**config.mk**
```make
export PLATFORM = sky130hd
export DESIGN_NAME = pwm_sequencer
export DESIGN_NICKNAME = d
export VERILOG_FILES = /design/src/rtl/pwm_seq_pkg.sv /design/src/rtl/pwm_channel.sv /design/src/rtl/pwm_sequencer.sv
export SDC_FILE = /design/constraint.sdc
export NUM_CORES = 1
export LEC_CHECK = 0
export ABC_AREA = 1
export BUFFER_PORTS_ARGS = -buffer_cell sky130_fd_sc_hd__buf_2
export CORE_MARGIN = 2
export CORE_UTILIZATION = 52
export CTS_BUF_LIST = sky130_fd_sc_hd__clkbuf_2 sky130_fd_sc_hd__clkbuf_4 sky130_fd_sc_hd__clkbuf_8
export DETAILED_ROUTE_END_ITERATION = 8
export PLACE_DENSITY_LB_ADDON = 0.1
export SLEW_MARGIN = 20
export SYNTH_ARGS = -nofsm -noshare
export SYNTH_HDL_FRONTEND = slang
export SYNTH_SLANG_ARGS = --single-unit
```
**constraint.sdc**
```tcl
create_clock -name clk -period 3.4 [get_ports clk]
set_input_delay 0.17 -clock clk [delete_from_list [all_inputs] [get_ports clk]]
set_output_delay 0.17 -clock clk [all_outputs]
set_load 0.005 [all_outputs]
```
**src/rtl/pwm_seq_pkg.sv**
```systemverilog
// Shared types and widths for the PWM pattern sequencer.
package pwm_seq_pkg;

  localparam int PKG_STEPS = 4;
  localparam int PKG_CNT_W = 16;
  localparam int PKG_REP_W = 8;
  localparam int PKG_IDX_W = $clog2(PKG_STEPS);

  typedef enum logic [1:0] {
    IDLE,
    LOAD,
    RUN
  } state_t;

  // One pattern table entry: period and hold in timebase ticks, plus repeat count.
  typedef struct packed {
    logic [PKG_CNT_W-1:0] period;
    logic [PKG_CNT_W-1:0] hold;
    logic [PKG_REP_W-1:0] reps;
  } step_t;

  // A repeat count of zero plays the step once.
  function automatic logic [PKG_REP_W-1:0] eff_reps(input logic [PKG_REP_W-1:0] reps);
    return (reps == '0) ? PKG_REP_W'(1) : reps;
  endfunction

endpackage

```
**src/rtl/pwm_channel.sv**
```systemverilog
// Single PWM channel: prescaled timebase, phase counter and registered pwm compare.
module pwm_channel
#(
  parameter int PRESCALE_TICKS = 600,
  parameter int CNT_W          = 16
)
(
  input  logic             clk,
  input  logic             reset,
  input  logic             clear,
  input  logic             load,
  input  logic             enable,
  input  logic [CNT_W-1:0] per,
  input  logic [CNT_W-1:0] hold,
  output logic             pwm,
  output logic             tick,
  output logic             period_wrap
);

  localparam int             PS_W    = $clog2(PRESCALE_TICKS + 1);
  localparam logic [PS_W-1:0] PS_LAST = PS_W'(PRESCALE_TICKS - 1);

  logic [PS_W-1:0]  presc;
  logic [PS_W-1:0]  presc_nxt;
  logic [CNT_W-1:0] phase;
  logic [CNT_W-1:0] phase_nxt;

  assign tick        = (presc == PS_LAST);
  // per is nonzero whenever the channel is enabled, so per-1 does not underflow in use.
  assign period_wrap = tick && (phase == per - CNT_W'(1));

  // Next prescaler and phase values while the channel is running.
  always_comb begin
    presc_nxt = tick ? '0 : presc + PS_W'(1);
    phase_nxt = phase;
    if (tick) begin
      phase_nxt = period_wrap ? '0 : phase + CNT_W'(1);
    end
  end

  // Counters and the registered output; load primes phase 0 so the first run cycle is already valid.
  always_ff @(posedge clk or posedge reset) begin
    if (reset) begin
      presc <= '0;
      phase <= '0;
      pwm   <= 1'b0;
    end else if (clear) begin
      presc <= '0;
      phase <= '0;
      pwm   <= 1'b0;
    end else if (load) begin
      presc <= '0;
      phase <= '0;
      pwm   <= (hold != '0);
    end else if (enable) begin
      presc <= presc_nxt;
      phase <= phase_nxt;
      pwm   <= (phase_nxt < hold);
    end
  end

endmodule

```
**src/rtl/pwm_sequencer.sv**
```systemverilog
// Runtime-programmable PWM pattern player: walks a table of {period, hold, reps} steps.
module pwm_sequencer
  import pwm_seq_pkg::*;
#(
  parameter int PRESCALE_TICKS = 600,
  parameter int STEPS          = PKG_STEPS,
  parameter int CNT_W          = PKG_CNT_W,
  parameter int REP_W          = PKG_REP_W
)
(
  input  logic                     clk,
  input  logic                     reset,
  input  logic                     start,
  input  logic                     stop,
  input  logic                     loop_en,
  input  logic                     cfg_we,
  input  logic [$clog2(STEPS)-1:0] cfg_addr,
  input  logic [CNT_W-1:0]         cfg_period,
  input  logic [CNT_W-1:0]         cfg_hold,
  input  logic [REP_W-1:0]         cfg_reps,
  output logic                     pwm,
  output logic                     busy,
  output logic [$clog2(STEPS)-1:0] step_idx,
  output logic                     done
);

  localparam int IDX_W = $clog2(STEPS);

  step_t            step_tab [STEPS];
  step_t            entry;
  state_t           state;

  logic [CNT_W-1:0] per_w;
  logic [CNT_W-1:0] hold_w;
  logic [REP_W-1:0] reps_w;
  logic [REP_W-1:0] rep_cnt;

  logic             tick;
  logic             period_wrap;
  logic             wrap;
  logic             rep_last;
  logic             last_step;
  logic             zero_entry;
  logic             restart;
  logic [IDX_W-1:0] last_idx;

  logic             ch_clear;
  logic             ch_load;
  logic             ch_enable;
  logic [CNT_W-1:0] ch_hold;

  // Sequencing decisions derived from the current state and the addressed table entry.
  always_comb begin
    entry      = step_tab[step_idx];
    wrap       = (state == RUN) && tick && period_wrap;
    rep_last   = (rep_cnt == reps_w - REP_W'(1));
    last_step  = (step_idx == IDX_W'(STEPS - 1));
    zero_entry = (state == LOAD) && (entry.period == '0);
    // A zero-period entry at step 0 would reload forever, so it always finishes instead.
    restart    = loop_en && !(zero_entry && (step_idx == '0));
    // A zero-period terminator was never played; report the step before it.
    last_idx   = (zero_entry && (step_idx != '0)) ? step_idx - IDX_W'(1) : step_idx;

    ch_clear  = 1'b0;
    ch_load   = 1'b0;
    ch_enable = 1'b0;
    case (state)
      LOAD: begin
        if (!stop && (entry.period != '0)) ch_load  = 1'b1;
        else                               ch_clear = 1'b1;
      end
      RUN: begin
        if (stop || (wrap && rep_last)) ch_clear  = 1'b1;
        else                            ch_enable = 1'b1;
      end
      default: ch_clear = 1'b1;
    endcase
    // During LOAD the channel primes from the entry being loaded, afterwards from the working copy.
    ch_hold = (state == LOAD) ? entry.hold : hold_w;
  end

  // Pattern table; written at any time, never reset.
  always_ff @(posedge clk) begin
    if (cfg_we && (int'(cfg_addr) < STEPS)) begin
      step_tab[cfg_addr] <= '{period: cfg_period, hold: cfg_hold, reps: cfg_reps};
    end
  end

  // Working copy of the active step, captured at LOAD so table writes only affect later loads.
  always_ff @(posedge clk) begin
    if (state == LOAD) begin
      per_w  <= entry.period;
      hold_w <= entry.hold;
      reps_w <= eff_reps(entry.reps);
    end
  end

  // Sequencer FSM: start/stop handling, step advance, looping and the done pulse.
  always_ff @(posedge clk or posedge reset) begin
    if (reset) begin
      state    <= IDLE;
      busy     <= 1'b0;
      done     <= 1'b0;
      step_idx <= '0;
      rep_cnt  <= '0;
    end else begin
      done <= 1'b0;
      case (state)
        IDLE: begin
          rep_cnt <= '0;
          if (start && !stop) begin
            state    <= LOAD;
            busy     <= 1'b1;
            step_idx <= '0;
          end
        end
        LOAD: begin
          rep_cnt <= '0;
          if (stop) begin
            state <= IDLE;
            busy  <= 1'b0;
          end else if (entry.period != '0) begin
            state <= RUN;
          end else if (restart) begin
            state    <= LOAD;
            step_idx <= '0;
          end else begin
            state    <= IDLE;
            busy     <= 1'b0;
            done     <= 1'b1;
            step_idx <= last_idx;
          end
        end
        RUN: begin
          if (stop) begin
            state <= IDLE;
            busy  <= 1'b0;
          end else if (wrap) begin
            if (!rep_last) begin
              rep_cnt <= rep_cnt + REP_W'(1);
            end else begin
              rep_cnt <= '0;
              if (!last_step) begin
                state    <= LOAD;
                step_idx <= step_idx + IDX_W'(1);
              end else if (restart) begin
                state    <= LOAD;
                step_idx <= '0;
              end else begin
                state    <= IDLE;
                busy     <= 1'b0;
                done     <= 1'b1;
                step_idx <= last_idx;
              end
            end
          end
        end
        default: begin
          state <= IDLE;
          busy  <= 1'b0;
        end
      endcase
    end
  end

  pwm_channel #(
    .PRESCALE_TICKS (PRESCALE_TICKS),
    .CNT_W          (CNT_W)
  ) u_channel (
    .clk         (clk),
    .reset       (reset),
    .clear       (ch_clear),
    .load        (ch_load),
    .enable      (ch_enable),
    .per         (per_w),
    .hold        (ch_hold),
    .pwm         (pwm),
    .tick        (tick),
    .period_wrap (period_wrap)
  );

endmodule

```
; After elaboration in Yosys (flattened, before gate mapping)
; Memories as Yosys holds them, arrays and structs flattened.
; Cells that the tools add are included.
[totals]
ff_bits = 81
mem_bits_rw = 160
inputBits = 48
out_inout_bits = 5
elab_cells = 126
memories = 1
[memory_table]
columns = memory, depth, word_bits, rd, rd_ports_with_merged_regs, write_ports, line
row1 = step_tab, 4, 40, 1, 0, 1, pwm_sequencer.sv:29  ; step_t step_tab [STEPS];
[classes]
n_addsub = 7
magnitude_cmp = 1
n_eq_ne = 16
muxes = 62
n_reduce_logical = 28
[ops]
columns = cell, n
row1 = $mux W16, 6
row2 = $mux W10, 4
row3 = $mux W2, 16
row4 = $reduce_bool A16 Y1, 2
row5 = $mux W1, 27
row6 = $mux W8, 3
row7 = $add A16 B1 Y16 const B, 1
row8 = $eq A16 B16 Y1, 1
row9 = $logic_not A16 Y1, 1
row10 = $lt A16 B16 Y1, 1
row11 = $pmux W8 S2, 1
row12 = $sub A16 B1 Y16 const B, 1
row13 = $ne A2 B2 Y1 const B, 6
row14 = $ne A3 B3 Y1 const B, 4
row15 = $pmux W2 S3, 2
row16 = $add A10 B1 Y10 const B, 1
row17 = $eq A10 B10 Y1 const B, 1
row18 = $logic_and A1 B1 Y1, 10
row19 = $add A8 B1 Y8 const B, 1
row20 = $eq A8 B8 Y1, 1
row21 = $logic_not A8 Y1, 1
row22 = $sub A8 B1 Y8 const B, 1
row23 = $reduce_and A7 Y1, 1
row24 = $reduce_and A3 Y1, 2
row25 = other kinds (13), 19

; Logic depth before layout (Yosys ltp)
; Gate-level depths: netlist of the first run.
; An unclocked memory read counts as a cell.
[logic_depth]
depth_word = 12
mapped_depth = 26
depth_no_buf = 26

; Hierarchy
; A second synthesis of the first run with hierarchy kept.
[unflattened]
hier_cells = 1195
area_unflattened_um2 = 11563.6
[by_module_without_submodules]
columns = mod, n_inst, cells_each, area_each_um2, seq_area_each_um2
row1 = pwm_sequencer, 1, 759, 8665.8, 6195.9
row2 = pwm_channel, 1, 436, 2897.8, 675.6

; Least setup slack after synthesis of the first run
; OpenSTA, ideal clock, no wires.
[synth_timing]
kind = input -> register
startpoint = in cfg_addr[1]
endpoint = mem step_tab[0][0] in the netlist's numbering (enable)
arrival_ps = 2996
setup_slack_ps = -83
path_stages = 1
cell_sequence = nor3_1
[synth_rtl]
columns = item, line
row1 = from (decl), pwm_sequencer.sv:17  ; input logic [$clog2(STEPS)-1:0] cfg_addr,
row2 = to (decl), pwm_sequencer.sv:29
; Straight into the memory's write port.

; Worst setup path after layout of the first run
[layout_timing]
startpoint = reg u_channel.presc[1]
endpoint = reg u_channel.pwm
[layout_via]
elab_chain_len = 8
word_cells_on_any_way = 17
[layout_lines]
columns = item, line
row1 = from (decl), pwm_channel.sv:23  ; logic [PS_W-1:0] presc;
row2 = from (signal assigned), pwm_channel.sv:56  ; presc <= presc_nxt;
row3 = $eq A10 B10 Y1 (*), pwm_channel.sv:28  ; assign tick = (presc == PS_LAST);
row4 = "$logic_and A1 B1 Y1, on equally long branches", "pwm_channel.sv:30, pwm_sequencer.sv:55"
row5 = $mux W16 or $logic_and A1 B1 Y1 (tied branches), "pwm_channel.sv:37, pwm_sequencer.sv:55"
row6 = $mux W16 or $logic_and A1 B1 Y1 (tied branches), "pwm_channel.sv:36, pwm_sequencer.sv:73"
row7 = $lt A16 B16 Y1 or $logic_or A1 B1 Y1 (tied branches), "pwm_channel.sv:58, pwm_sequencer.sv:73"
row8 = "$mux W1, on equally long branches", "pwm_channel.sv:55, pwm_sequencer.sv:73"
row9 = $mux W1 (tied with other cells), pwm_channel.sv:51  ; end else if (load) begin
row10 = $mux W1 or $reduce_bool A3 Y1 (tied branches), --
row11 = to (signal assigned), pwm_channel.sv:54  ; pwm <= (hold != '0);
row12 = to (signal assigned), pwm_channel.sv:58  ; pwm <= (phase_nxt < hold);
row13 = to (decl), pwm_channel.sv:15  ; output logic pwm,
; Every way passes the cells marked *; elsewhere a longest branch is shown, timed or not. The select of a mux whose other input is x is not followed.
; A chain may end at the register's enable or synchronous reset.

==> results.md, run 1 <==
- Status: finished, final reports clean
- HP Class: in2reg
- Synth area leader: edfxtp_1
- Layout filler cell count: 1846
- Wire length per cell: 15.4 um
- Clk_lat worst skew: 0.56 ns
- Hold slack final: 0.0343 ns
- Die height: 152 um
- First-pass GRT wire length: 40.4 mm
- Post-Syn Nets: 1227
- EDFF count, synth: 184
- Starting Density: 52.7%
- Total track usage: 21.5%
- Clock tree buffer depth: 3
- Routability cong.: 0.839
- Number of port buffers: 52
- MaxCap Viol Count: 0
- Proportion of synthesized area in mux cells: 0%
- Vias in the first global route: 8008
- Hold path startpoint: loop_en
- # nets final: 1345
- Synth Area in Compound Gates: 8.68%
- Fin area: 13400 um2
- CTS root buf: clkbuf_8
- Gate Count Post-Synth: 1153
- Fin. max-slew vios: 0
- Worst R2R Setup Slack: 0.37 ns
- Endpoints failing setup: 0
- FF-to-FF Start: u_channel.presc[1]
- Maximum clock frequency: 330 MHz
- Worst endpoint required time: 3.85 ns
- Worst Setup Path Type: reg2reg
- RSZ-0062 raised after global routing: no
- Initial antenna violation count: 0
- Synth Area in Adders: 2.84%
- Crit. End Element: flip-flop
- CTS H-Tree Depth: 2
- Tightest Pin Transition: 0.900 ns
- Simple-Gate Fraction of Synth Area: 18.6%
- Placed instance count: 1462
- Async set or reset register ratio after synthesis: 17.0%
- Placed cell areas: 12100 um2
- Largest family of logic cells by synthesized area: simple AND/OR/NAND/NOR gates
- Layout Cells excl Fill: 1583
- Antenna cells: 0
- Post-synthesis xor/xnor area fraction: 3.26%
- WHS Path Cells: 4
- Cts bufs inserted: 42
- Reg2reg end: u_channel.pwm
- I/O pin count: 53
- Final hold viol count: 0
- Die ar.: 23300 um2
- Seq/Total Area, Yosys: 59.9%
- VDD IR max: 537 uV
- Layout cells sized above 1: 14.7%
- Synth Cell Area: 11500 um2
- CP arrival: 3.48 ns
- Most frequent cells in the layout: nand2_1, edfxtp_1, inv_1
- Leakage power: 0.00548 uW
- P&R area growth vs syn: 16.8%
- Pin count of the biggest net entering global routing: 101
- Slew HR: 39.8%
- Total power: 9370 uW
- Worst hold path endpoint: done
- Die Wd: 152 um
- Syn_area_per_cell: 9.94 um2
- Remaining Overflow, GRT: 0
- CTS tree: done
- Rows: 54
- Final min period: 3.03 ns
- Clk_skew: 0.0287 ns
- Detailed Route WL: 24.3 mm
- HPWL after DPL: 15.7 mm
- Top-area cell type share of the netlist area: 48.2%
- DRT iter0 DRCs: 447
- Commonest non-fill, non-tap cell in the layout: nand2_1
- Cell Pwr Density: 700 nW/um2
- Reg2Reg Depth: 22
- Syn. warnings: 0
- Main area contributors after synthesis: edfxtp_1, dfrtp_1, nand2_1
- Avg Vias per Cell: 5.15
- Commonest register cell after synthesis: edfxtp_1
- Setup TNS: 0 ns
- Vias: 8145
- CP Max Fanout: 11
- Final ANT Viol Nets: 0
- Yosys reg bits: 241
- Synth unique cells: 52
- Core ar.: 21800 um2
- DRC: 0
- Clock Pin Slew Worst Setup and Hold Paths: 0.06 ns
- Critical Path Source Type: flip-flop
- Tcrit/Tclk final: 89.2%
- Clock Sinks: 241
- Router iterations before antenna repair: 4
-- metal layers --
layer	track usage [%]	up-vias	wire length [um]	part of all wire [%]
li1	-	4121	-	-
met1	30.5	3821	11600	48
met2	34.5	171	11200	46
met3	3.70	32	1100	4.5
met4	5.91	0	399	1.6
met5	0	-	0	0
-- where the power goes --
part	leakage, uW	internal, uW	switching [uW]	total, uW
combinational	0.00263	968	1960	2930
clock	0.000451	1440	1180	2620
sequential	0.00240	3630	196	3830
-- through the flow --
| stage | utilization, % | setup slack [ns] |
|---|---|---|
| detailed placement | 55.6 | 0.176 |
| floorplan | - | 0.409 |
| CTS | 61.3 | 0.176 |
| finish | 61.6 | 0.366 |
| global placement | 55.6 | 0.229 |
| global route | 61.6 | 0.0183 |
-- registers in the layout, indices dropped and copies added, names as in the netlist --
| name | flops |
|---|---|
| done | 1 |
| hold_w | 16 |
| u_channel.presc | 10 |
| u_channel.pwm | 1 |
| step_tab | 160 |
| step_idx | 2 |
| per_w | 16 |
| rep_cnt | 8 |
| u_channel.phase | 16 |
| busy | 1 |
| state | 2 |
| reps_w | 8 |
-- worst max-delay path, cell delays in order (launching register included) --
cell and delay [ns]:
dfrtp_1 0.37, ha_1 0.20, inv_1 0.05, nor2_1 0.09, nand3b_1 0.13, nor2_4 0.17, inv_2 0.13, nor2_1 0.15
nand2_1 0.07, inv_1 0.10, nand2_1 0.09, nor2_2 0.16, nand2_1 0.08, xor2_1 0.14, nor2_1 0.08, ha_1 0.27
nand2_1 0.06, nor4_1 0.29, nand2_1 0.08, nand2_1 0.06, nand2_1 0.04, nand2_1 0.05, nand2_1 0.04
-- logic make-up (layout without fill, tap and decap cells) --
kind of cell / Yosys count / count (layout)
flip-flops: 241 / 241
AO/OA/AOI/OAI: 181 / 181
adder cells (fa/ha/maj): 26 / 26
AND/OR/NAND/NOR: 477 / 477
buffers and inverters: 187 / 337
XOR/XNOR: 41 / 41
-- Yosys cell counts (7+ instances only) --
cell,count
a21oi_1,43
buf_2,9
clkbuf_1,14
dfrtp_1,41
dfxtp_1,16
edfxtp_1,184
ha_1,26
inv_1,141
nand2_1,236
nand3_1,49
nand4_1,15
nor2_1,114
nor2_2,7
nor3_1,20
o21a_1,10
o21ai_0,83
o21ai_1,9
o22ai_1,25
xnor2_1,12
xor2_1,28
-- how the worst max path moves through the flow --
| stage | to | from | slack, ns | depth (start not counted) |
|---|---|---|---|---|
| floorplan | u_channel.pwm | state[1] | 0.41 | 16 |
| global placement | u_channel.pwm | per_w[0] | 0.23 | 23 |
| detailed placement | u_channel.pwm | per_w[0] | 0.18 | 23 |
| CTS | u_channel.pwm | per_w[0] | 0.18 | 22 |
| global route | u_channel.pwm | per_w[0] | 0.02 | 24 |
| finish | u_channel.pwm | u_channel.presc[1] | 0.37 | 22 |
-- area by class of cell --
class                           count  area [um2]  share of cell area (%)
Sequential cell                   241        6870                    51.3
Multi-Input combinational cell    725        3890                    29.1
Timing Repair Buffer              111         868                    6.48
Clock buffer                       57         703                    5.25
Inverter                          149         564                    4.21
Tap cell                          280         350                    2.62
Clock inverter                     19         134                    1.00
Timing Repair inverter              1        5.00                  0.0374
-- repair_timing --
| action | 4_1_cts | 5_1_grt |
|---|---|---|
| endpoints found under the hold margin | 201 | 0 |
| setup endpoints to repair | 0 | 1 |
| resized for setup | 0 | 7 |
| hold buffers | 41 | 0 |
| buffers inserted | 0 | 3 |
(Power assumes the default switching activity.)
==> run 2: changes to the inputs <==
--- a/config.mk
+++ b/config.mk
@@ -7,8 +7,10 @@
 export LEC_CHECK = 0
 export ABC_AREA = 1
 export BUFFER_PORTS_ARGS = -buffer_cell sky130_fd_sc_hd__buf_2
+export CELL_PAD_IN_SITES_DETAIL_PLACEMENT = 1
+export CELL_PAD_IN_SITES_GLOBAL_PLACEMENT = 2
 export CORE_MARGIN = 2
-export CORE_UTILIZATION = 52
+export CORE_UTILIZATION = 42
 export CTS_BUF_LIST = sky130_fd_sc_hd__clkbuf_2 sky130_fd_sc_hd__clkbuf_4 sky130_fd_sc_hd__clkbuf_8
 export DETAILED_ROUTE_END_ITERATION = 8
 export PLACE_DENSITY_LB_ADDON = 0.1
==> run 2 against run 1 <==
Final area increased by 0.92%. Final cell count increased by 4.5%. Sequential power about the same. Non-clock buffer count increased by 12. Wire length increased by 17%. Sequential share of layout area decreased by 0.47 points. Critical path depth increased by 1. Maximum frequency decreased by 2.0%. Register-to-register slack got worse by 0.06 ns. Worst hold slack improved by 0.028 ns. Core utilization decreased by 11 points. Combinational power increased by 4%. Critical path type unchanged. Critical endpoint unchanged. Largest cell class unchanged.
==> results.md, run 2 (synthesized netlist as in run 1, its figures left out) <==
- Status: finished, final reports clean
- Fin. max-slew vios: 0 (unchanged)
- Vias in the first global route: 8698 (+8.6%)
- Initial antenna violation count: 0 (unchanged)
- Routability cong.: 0.788 (-6.0%)
- Worst endpoint required time: 3.89 ns (+0.04 ns)
- Core ar.: 26900 um2 (+24%)
- Endpoints failing setup: 0 (unchanged)
- Leakage power: 0.00551 uW (+0.43%)
- Fin area: 13500 um2 (+0.92%)
- # nets final: 1357 (+0.89%)
- Avg Vias per Cell: 5.02 (-2.5%)
- Final min period: 3.10 ns (+0.0619 ns)
- Slew HR: 54.0% (+14 points)
- Commonest non-fill, non-tap cell in the layout: nand2_1
- HPWL after DPL: 19.6 mm (+25%)
- Die height: 169 um (+11%)
- Hold path startpoint: stop
- CTS H-Tree Depth: 2 (unchanged)
- Biggest register: step_tab
- FF-to-FF Start: per_w[0]
- Cell Pwr Density: 701 nW/um2 (+0.10%)
- First-pass GRT wire length: 46.0 mm (+14%)
- Vias: 8297 (+1.9%)
- Worst R2R Setup Slack: 0.30 ns (-0.06 ns)
- Clk_lat worst skew: 0.55 ns (about the same)
- Hold slack final: 0.0626 ns (+0.0283 ns)
- Clk_skew: 0.0277 ns (-0.000997 ns)
- CTS tree: done
- Total track usage: 20.6% (-0.87 points)
- MaxCap Viol Count: 0 (unchanged)
- DRC: 0 (unchanged)
- Critical Path Source Type: flip-flop
- Die Wd: 169 um (+11%)
- Crit. End Element: flip-flop
- VDD IR max: 372 uV (-31%)
- Final ANT Viol Nets: 0 (unchanged)
- WHS Path Cells: 4 (unchanged)
- Clock Sinks: 241 (unchanged)
- HP Class: in2reg
- Tightest Pin Transition: 0.683 ns (-0.216 ns)
- CTS root buf: clkbuf_8
- Cts bufs inserted: 43 (+2.4%)
- Die ar.: 28600 um2 (+23%)
- Reg2reg end: u_channel.pwm
- DRT iter0 DRCs: 465 (+4.0%)
- Pin count of the biggest net entering global routing: 46 (-54%)
- Most frequent cells in the layout: nand2_1, edfxtp_1, inv_1
- Rows: 60 (+11%)
- Max reg flops: 160 (unchanged)
- Worst hold path endpoint: done
- Number of port buffers: 52 (unchanged)
- Layout cells sized above 1: 14.5% (-0.11 points)
- Router iterations before antenna repair: 4 (unchanged)
- Total power: 9470 uW (+1.0%)
- Maximum clock frequency: 323 MHz (-2.0%)
- Clock tree buffer depth: 3 (unchanged)
- Remaining Overflow, GRT: 0 (unchanged)
- I/O pin count: 53 (unchanged)
- Worst Setup Path Type: reg2reg
- Antenna cells: 0 (unchanged)
- CP arrival: 3.58 ns (+0.10 ns)
- Tcrit/Tclk final: 91.1% (+1.8 points)
- Reg2Reg Depth: 23 (+4.5%)
- CP Max Fanout: 9 (-2)
- Starting Density: 42.7% (-10 points)
- Detailed Route WL: 28.4 mm (+17%)
- Clock Pin Slew Worst Setup and Hold Paths: 0.06 ns (about the same)
- Wire length per cell: 17.2 um (+12%)
- Placed cell areas: 12200 um2 (+1.1%)
- Final hold viol count: 0 (unchanged)
- P&R area growth vs syn: 17.9%
run 2: cell types whose count changed in the layout (fill, tap and decap cells not counted), sizes merged:
| cell | change |
|---|---|
| buf | +9 |
| clkbuf | -4 |
| clkinv | +4 |
| dlygate4sd3 | +3 |
| inv | -2 |
run 2: worst max path at each step:
stage | start | endpoint | depth (start not counted)
2_1_floorplan | state[1] | u_channel.pwm | 16
3_3_place_gp | per_w[0] | u_channel.pwm | 23
3_5_place_dp | per_w[0] | u_channel.pwm | 23
4_1_cts | per_w[0] | u_channel.pwm | 23
5_1_grt | per_w[0] | u_channel.pwm | 23
6_report | per_w[0] | u_channel.pwm | 23
run 2: report_power, final:
group / internal, uW / leakage [uW] / switching (uW)
Combinational: 1010 / 0.00269 / 2050
Clock: 1370 / 0.000420 / 1180
Sequential: 3630 / 0.00240 / 231
run 2: routing by layer:
layer,track usage (%),wire (um),vias to the layer above
met2,34.7,13600,98
met4,5.17,431,0
met3,3.24,806,36
met1,28.0,13600,4017
met5,0,0,-
li1,-,-,4146
run 2: worst max-delay path, cell delays in order, from the launching register on:
cell,delay [ns]
edfxtp_1,0.42
inv_1,0.10
ha_2,0.23
nand2_4,0.10
nor2_4,0.16
nand3_1,0.08
nand2_1,0.07
nand2_1,0.05
inv_1,0.06
nand3_1,0.08
nor3_2,0.21
nand2_2,0.14
inv_4,0.13
nor2_2,0.06
ha_1,0.29
a21oi_1,0.17
nor2_1,0.06
a211oi_1,0.15
o21ai_0,0.10
a31oi_1,0.13
nand2_1,0.07
nand2_1,0.05
nand2_1,0.05
nand2_1,0.05
run 2: timing repair:
action | 4_1_cts | 5_1_grt
endpoints found under the hold margin | 212 | 0
setup endpoints to repair | 0 | 1
buffers inserted | 0 | 2
resized for setup | 0 | 7
hold buffers | 44 | 0
run 2: final cells by class:
type	instances	area, um2
Multi-Input combinational cell	725	3890
Clock buffer	53	667
Timing Repair Buffer	123	953
Clock inverter	22	136
Fill cell	3050	13400
Inverter	149	567
Tap cell	341	427
Sequential cell	241	6870
run 2: through the flow:
| step | TNS [ns] | cells | setup slack, ns | util (%) |
|---|---|---|---|---|
| after global routing | -0.000360 | 1654 | -0.000360 | 50.3 |
| after global placement | 0 | 1533 | 0.179 | 45.5 |
| after floorplan | 0 | 1153 | 0.409 | - |
| after CTS | 0 | 1652 | 0.110 | 50.1 |
| final | 0 | 1654 | 0.304 | 50.3 |
| after detailed placement | 0 | 1533 | 0.110 | 45.5 |
==> run 3: changes to the inputs <==
--- a/config.mk
+++ b/config.mk
@@ -10,7 +10,7 @@
 export CELL_PAD_IN_SITES_DETAIL_PLACEMENT = 1
 export CELL_PAD_IN_SITES_GLOBAL_PLACEMENT = 2
 export CORE_MARGIN = 2
-export CORE_UTILIZATION = 42
+export CORE_UTILIZATION = 45
 export CTS_BUF_LIST = sky130_fd_sc_hd__clkbuf_2 sky130_fd_sc_hd__clkbuf_4 sky130_fd_sc_hd__clkbuf_8
 export DETAILED_ROUTE_END_ITERATION = 8
 export PLACE_DENSITY_LB_ADDON = 0.1
==> constraint.sdc (replaced) <==
create_clock -name clk -period 3.91 [get_ports clk]
set_input_delay 0.1955 -clock clk [delete_from_list [all_inputs] [get_ports clk]]
set_output_delay 0.1955 -clock clk [all_outputs]
set_load 0.005 [all_outputs]
==> run 3 against run 2 <==
Wire length is 0.69% higher. Flip-flop and latch count is the same. Clock skew rose by 0.0098 ns. Highest routed layer unchanged.
==> results.md, run 3 (synthesized netlist as in run 1, its figures left out) <==
- Status: finished, final reports clean
- Routability cong.: 0.774 (-1.8%)
- RSZ-0062 raised after global routing: no
- GR Layer Usage met1: 29.8% (+1.9 points)
- Cell Pwr Density: 618 nW/um2 (-12%)
- Layout filler cell count: 2817 (-7.6%)
- Footprint of the multi-input gates: 3850 um2 (-1.2%)
- P&R area growth vs syn: 16.5%
- DRC: 0 (unchanged)
- Biggest register: step_tab
- Clock Pin Slew Worst Setup and Hold Paths: 0.06 ns (about the same)
- Cell Chain, Critical Path: inv_1, ha_1, nand2_4, nor2_4, xor2_1, inv_1, nand2_1, nand4_1, nor3_1, nand2_1, inv_2, nor2_1, ha_1, a21oi_1, nor2_1, a211oi_1, o21ai_0, a31oi_1, nand2_1, nand2_1, nand2_1, nand2_1
- Setup TNS: 0 ns (unchanged)
- First-pass GRT wire length: 46.4 mm (+0.83%)
- Detailed Route WL: 28.6 mm (+0.69%)
- Final min period: 3.38 ns (+0.285 ns)
- Register Area: 6870 um2 (unchanged)
- DRT iter0 DRCs: 464 (-0.22%)
- Router iterations before antenna repair: 5 (+1)
- Maximum clock frequency: 296 MHz (-8.4%)
- Crit. End Element: flip-flop
- HPWL after DPL: 18.6 mm (-4.9%)
- Layout cells sized above 1: 13.9% (-0.69 points)
- CTS tree: done
- # Post-CTS Setup Buffers: 0 (unchanged)
- HP Class: in2reg
- Placed cell areas: 12100 um2 (-1.2%)
- Antenna cells: 0 (unchanged)
- Worst Slack Setup Final: 0.529 ns (+0.225 ns)
- Fin. max-slew vios: 0 (unchanged)
- Clk_lat worst skew: 0.56 ns (about the same)
- Initial antenna violation count: 0 (unchanged)
- Endpoints failing setup: 0 (unchanged)
- Grt met2 use: 37.7% (+3.0 points)
- Worst path most repeated cell: nand2_1
- Total track usage: 22.2% (+1.6 points)
- CTS root buf: clkbuf_8
- Pre-CTS setup slack: 0.593 ns (+0.483 ns)
- Most frequent cells in the layout: nand2_1, edfxtp_1, inv_1
- Fin area: 13400 um2 (-1.2%)
- Combinational power share: 31.7% (-0.6 points)
- Core ar.: 25100 um2 (-6.6%)
- Clock share of power: 27.9% (+1.0 points)
- Final hold viol count: 0 (unchanged)
- Total internal power: 5260 uW (-13%)
- Vias in the first global route: 8882 (+2.1%)
- Starting Density: 45.7% (+3.0 points)
- Post-cts resize count: 0 (unchanged)
- Crit path max-delay family: simple AND/OR/NAND/NOR gates
- Wire length per cell: 17.6 um (+2.2%)
- # nets final: 1341 (-1.2%)
- I/O pin count: 53 (unchanged)
- Slew HR: 44.4% (-9.6 points)
- Die height: 164 um (-3.3%)
- Vias: 8299 (+0.024%)
- MaxCap Viol Count: 0 (unchanged)
- Die ar.: 26800 um2 (-6.5%)
- # hold bufs at CTS: 42 (-4.5%)
- Die Wd: 164 um (-3.3%)
- Most used routing layer: met2
- Tightest Pin Transition: 0.833 ns (+0.150 ns)
- Leakage power: 0.00544 uW (-1.1%)
- Net Sw Frac: 36.2% (-0.26 points)
- Hold slack final: 0.0329 ns (-0.0297 ns)
- VDD IR max: 389 uV (+4.5%)
- Switch Pwr: 2990 uW (-13%)
- Clock Sinks: 241 (unchanged)
- Worst Setup Path Type: reg2reg
- Pin count of the biggest net entering global routing: 101 (+120%)
- CTS H-Tree Depth: 2 (unchanged)
- Max reg flops: 160 (unchanged)
- Clk_skew: 0.0375 ns (+0.00980 ns)
- Clock tree buffer depth: 3 (unchanged)
- Final ANT Viol Nets: 0 (unchanged)
- Avg Vias per Cell: 5.09 (+1.6%)
- CP max stage cell: edfxtp_1
- Rows: 58 (-3.3%)
- Cts bufs inserted: 42 (-2.3%)
- CP Max Fanout: 9 (unchanged)
- Grt met3 use: 3.61% (+0.36 points)
- Worst endpoint required time: 4.38 ns (+0.49 ns)
- Share of power burned in registers: 40.4% (-0.4 points)
- Number of port buffers: 52 (unchanged)
- Critical Path Source Type: flip-flop
- Number of buffers and inverters on the critical path: 3 (unchanged)
- Commonest non-fill, non-tap cell in the layout: nand2_1
- CP arrival: 3.85 ns (+0.27 ns)
- Tcrit/Tclk final: 86.5% (-4.6 points)
- Remaining Overflow, GRT: 0 (unchanged)
- Crit path largest cell delay: 0.42 ns (about the same)
run 3: changes by cell type in the layout (fill, tap and decap cells not counted), moves of 3 or more:
cell,previous run,this run
clkbuf_4,10,23
buf_4,23,12
clkinv_1,13,6
clkinv_2,6,2
nor3_4,5,1
nor3_2,1,4
run 3: area by class of cell:
cell class,instances,share of cell area [%]
clock buffer,68,5.93
inverter,149,4.23
timing repair buffer,108,6.07
multi-input combinational,725,28.8
clock inverter,8,0.394
tap,330,3.09
sequential,241,51.5
run 3: stage by stage:
| step | std cells | util [%] | power (uW) |
|---|---|---|---|
| 5_1_grt | 1629 | 53.2 | 8820 |
| 3_5_place_dp | 1511 | 48.1 | 5960 |
| 3_3_place_gp | 1511 | 48.1 | 5900 |
| 4_1_cts | 1629 | 53.2 | 8320 |
| 2_1_floorplan | 1153 | - | 5210 |
| 6_report | 1629 | 53.2 | 8250 |
run 3: final timing paths:
path                             from       endpoint  slack (ns)  depth (start not counted)
max                          per_w[0]  u_channel.pwm        0.53                         22
min                           loop_en           done        0.03                          4
max reg2reg                  per_w[0]  u_channel.pwm        0.53                         22
min reg2reg                rep_cnt[2]     rep_cnt[2]        0.47                          1
max in group asynchronous       reset    step_idx[0]        3.14                          4
min in group asynchronous       reset     rep_cnt[0]        0.32                          4
run 3: worst register-to-register path, cell delays in order (launching register included):
cell	delay, ns
edfxtp_1	0.42
inv_1	0.16
ha_1	0.26
nand2_4	0.12
nor2_4	0.14
xor2_1	0.16
inv_1	0.07
nand2_1	0.06
nand4_1	0.09
nor3_1	0.18
nand2_1	0.19
inv_2	0.18
nor2_1	0.09
ha_1	0.30
a21oi_1	0.16
nor2_1	0.06
a211oi_1	0.20
o21ai_0	0.12
a31oi_1	0.14
nand2_1	0.08
nand2_1	0.06
nand2_1	0.05
nand2_1	0.05
run 3: power by group through the flow:
| stage | Clock, uW | Combinational, uW | Sequential (uW) |
|---|---|---|---|
| after floorplan | 0 | 1870 | 3340 |
| after detailed placement | 0 | 2580 | 3390 |
| after global routing | 2470 | 2980 | 3370 |
| after CTS | 2350 | 2630 | 3340 |
| after global placement | 0 | 2520 | 3370 |
| final | 2300 | 2610 | 3330 |
run 3: metal layers:
metal / wire (um) / part of all wire (%)
met5: 0 / 0
met4: 378 / 1.3
met3: 1170 / 4.1
met2: 13900 / 49
met1: 13200 / 46
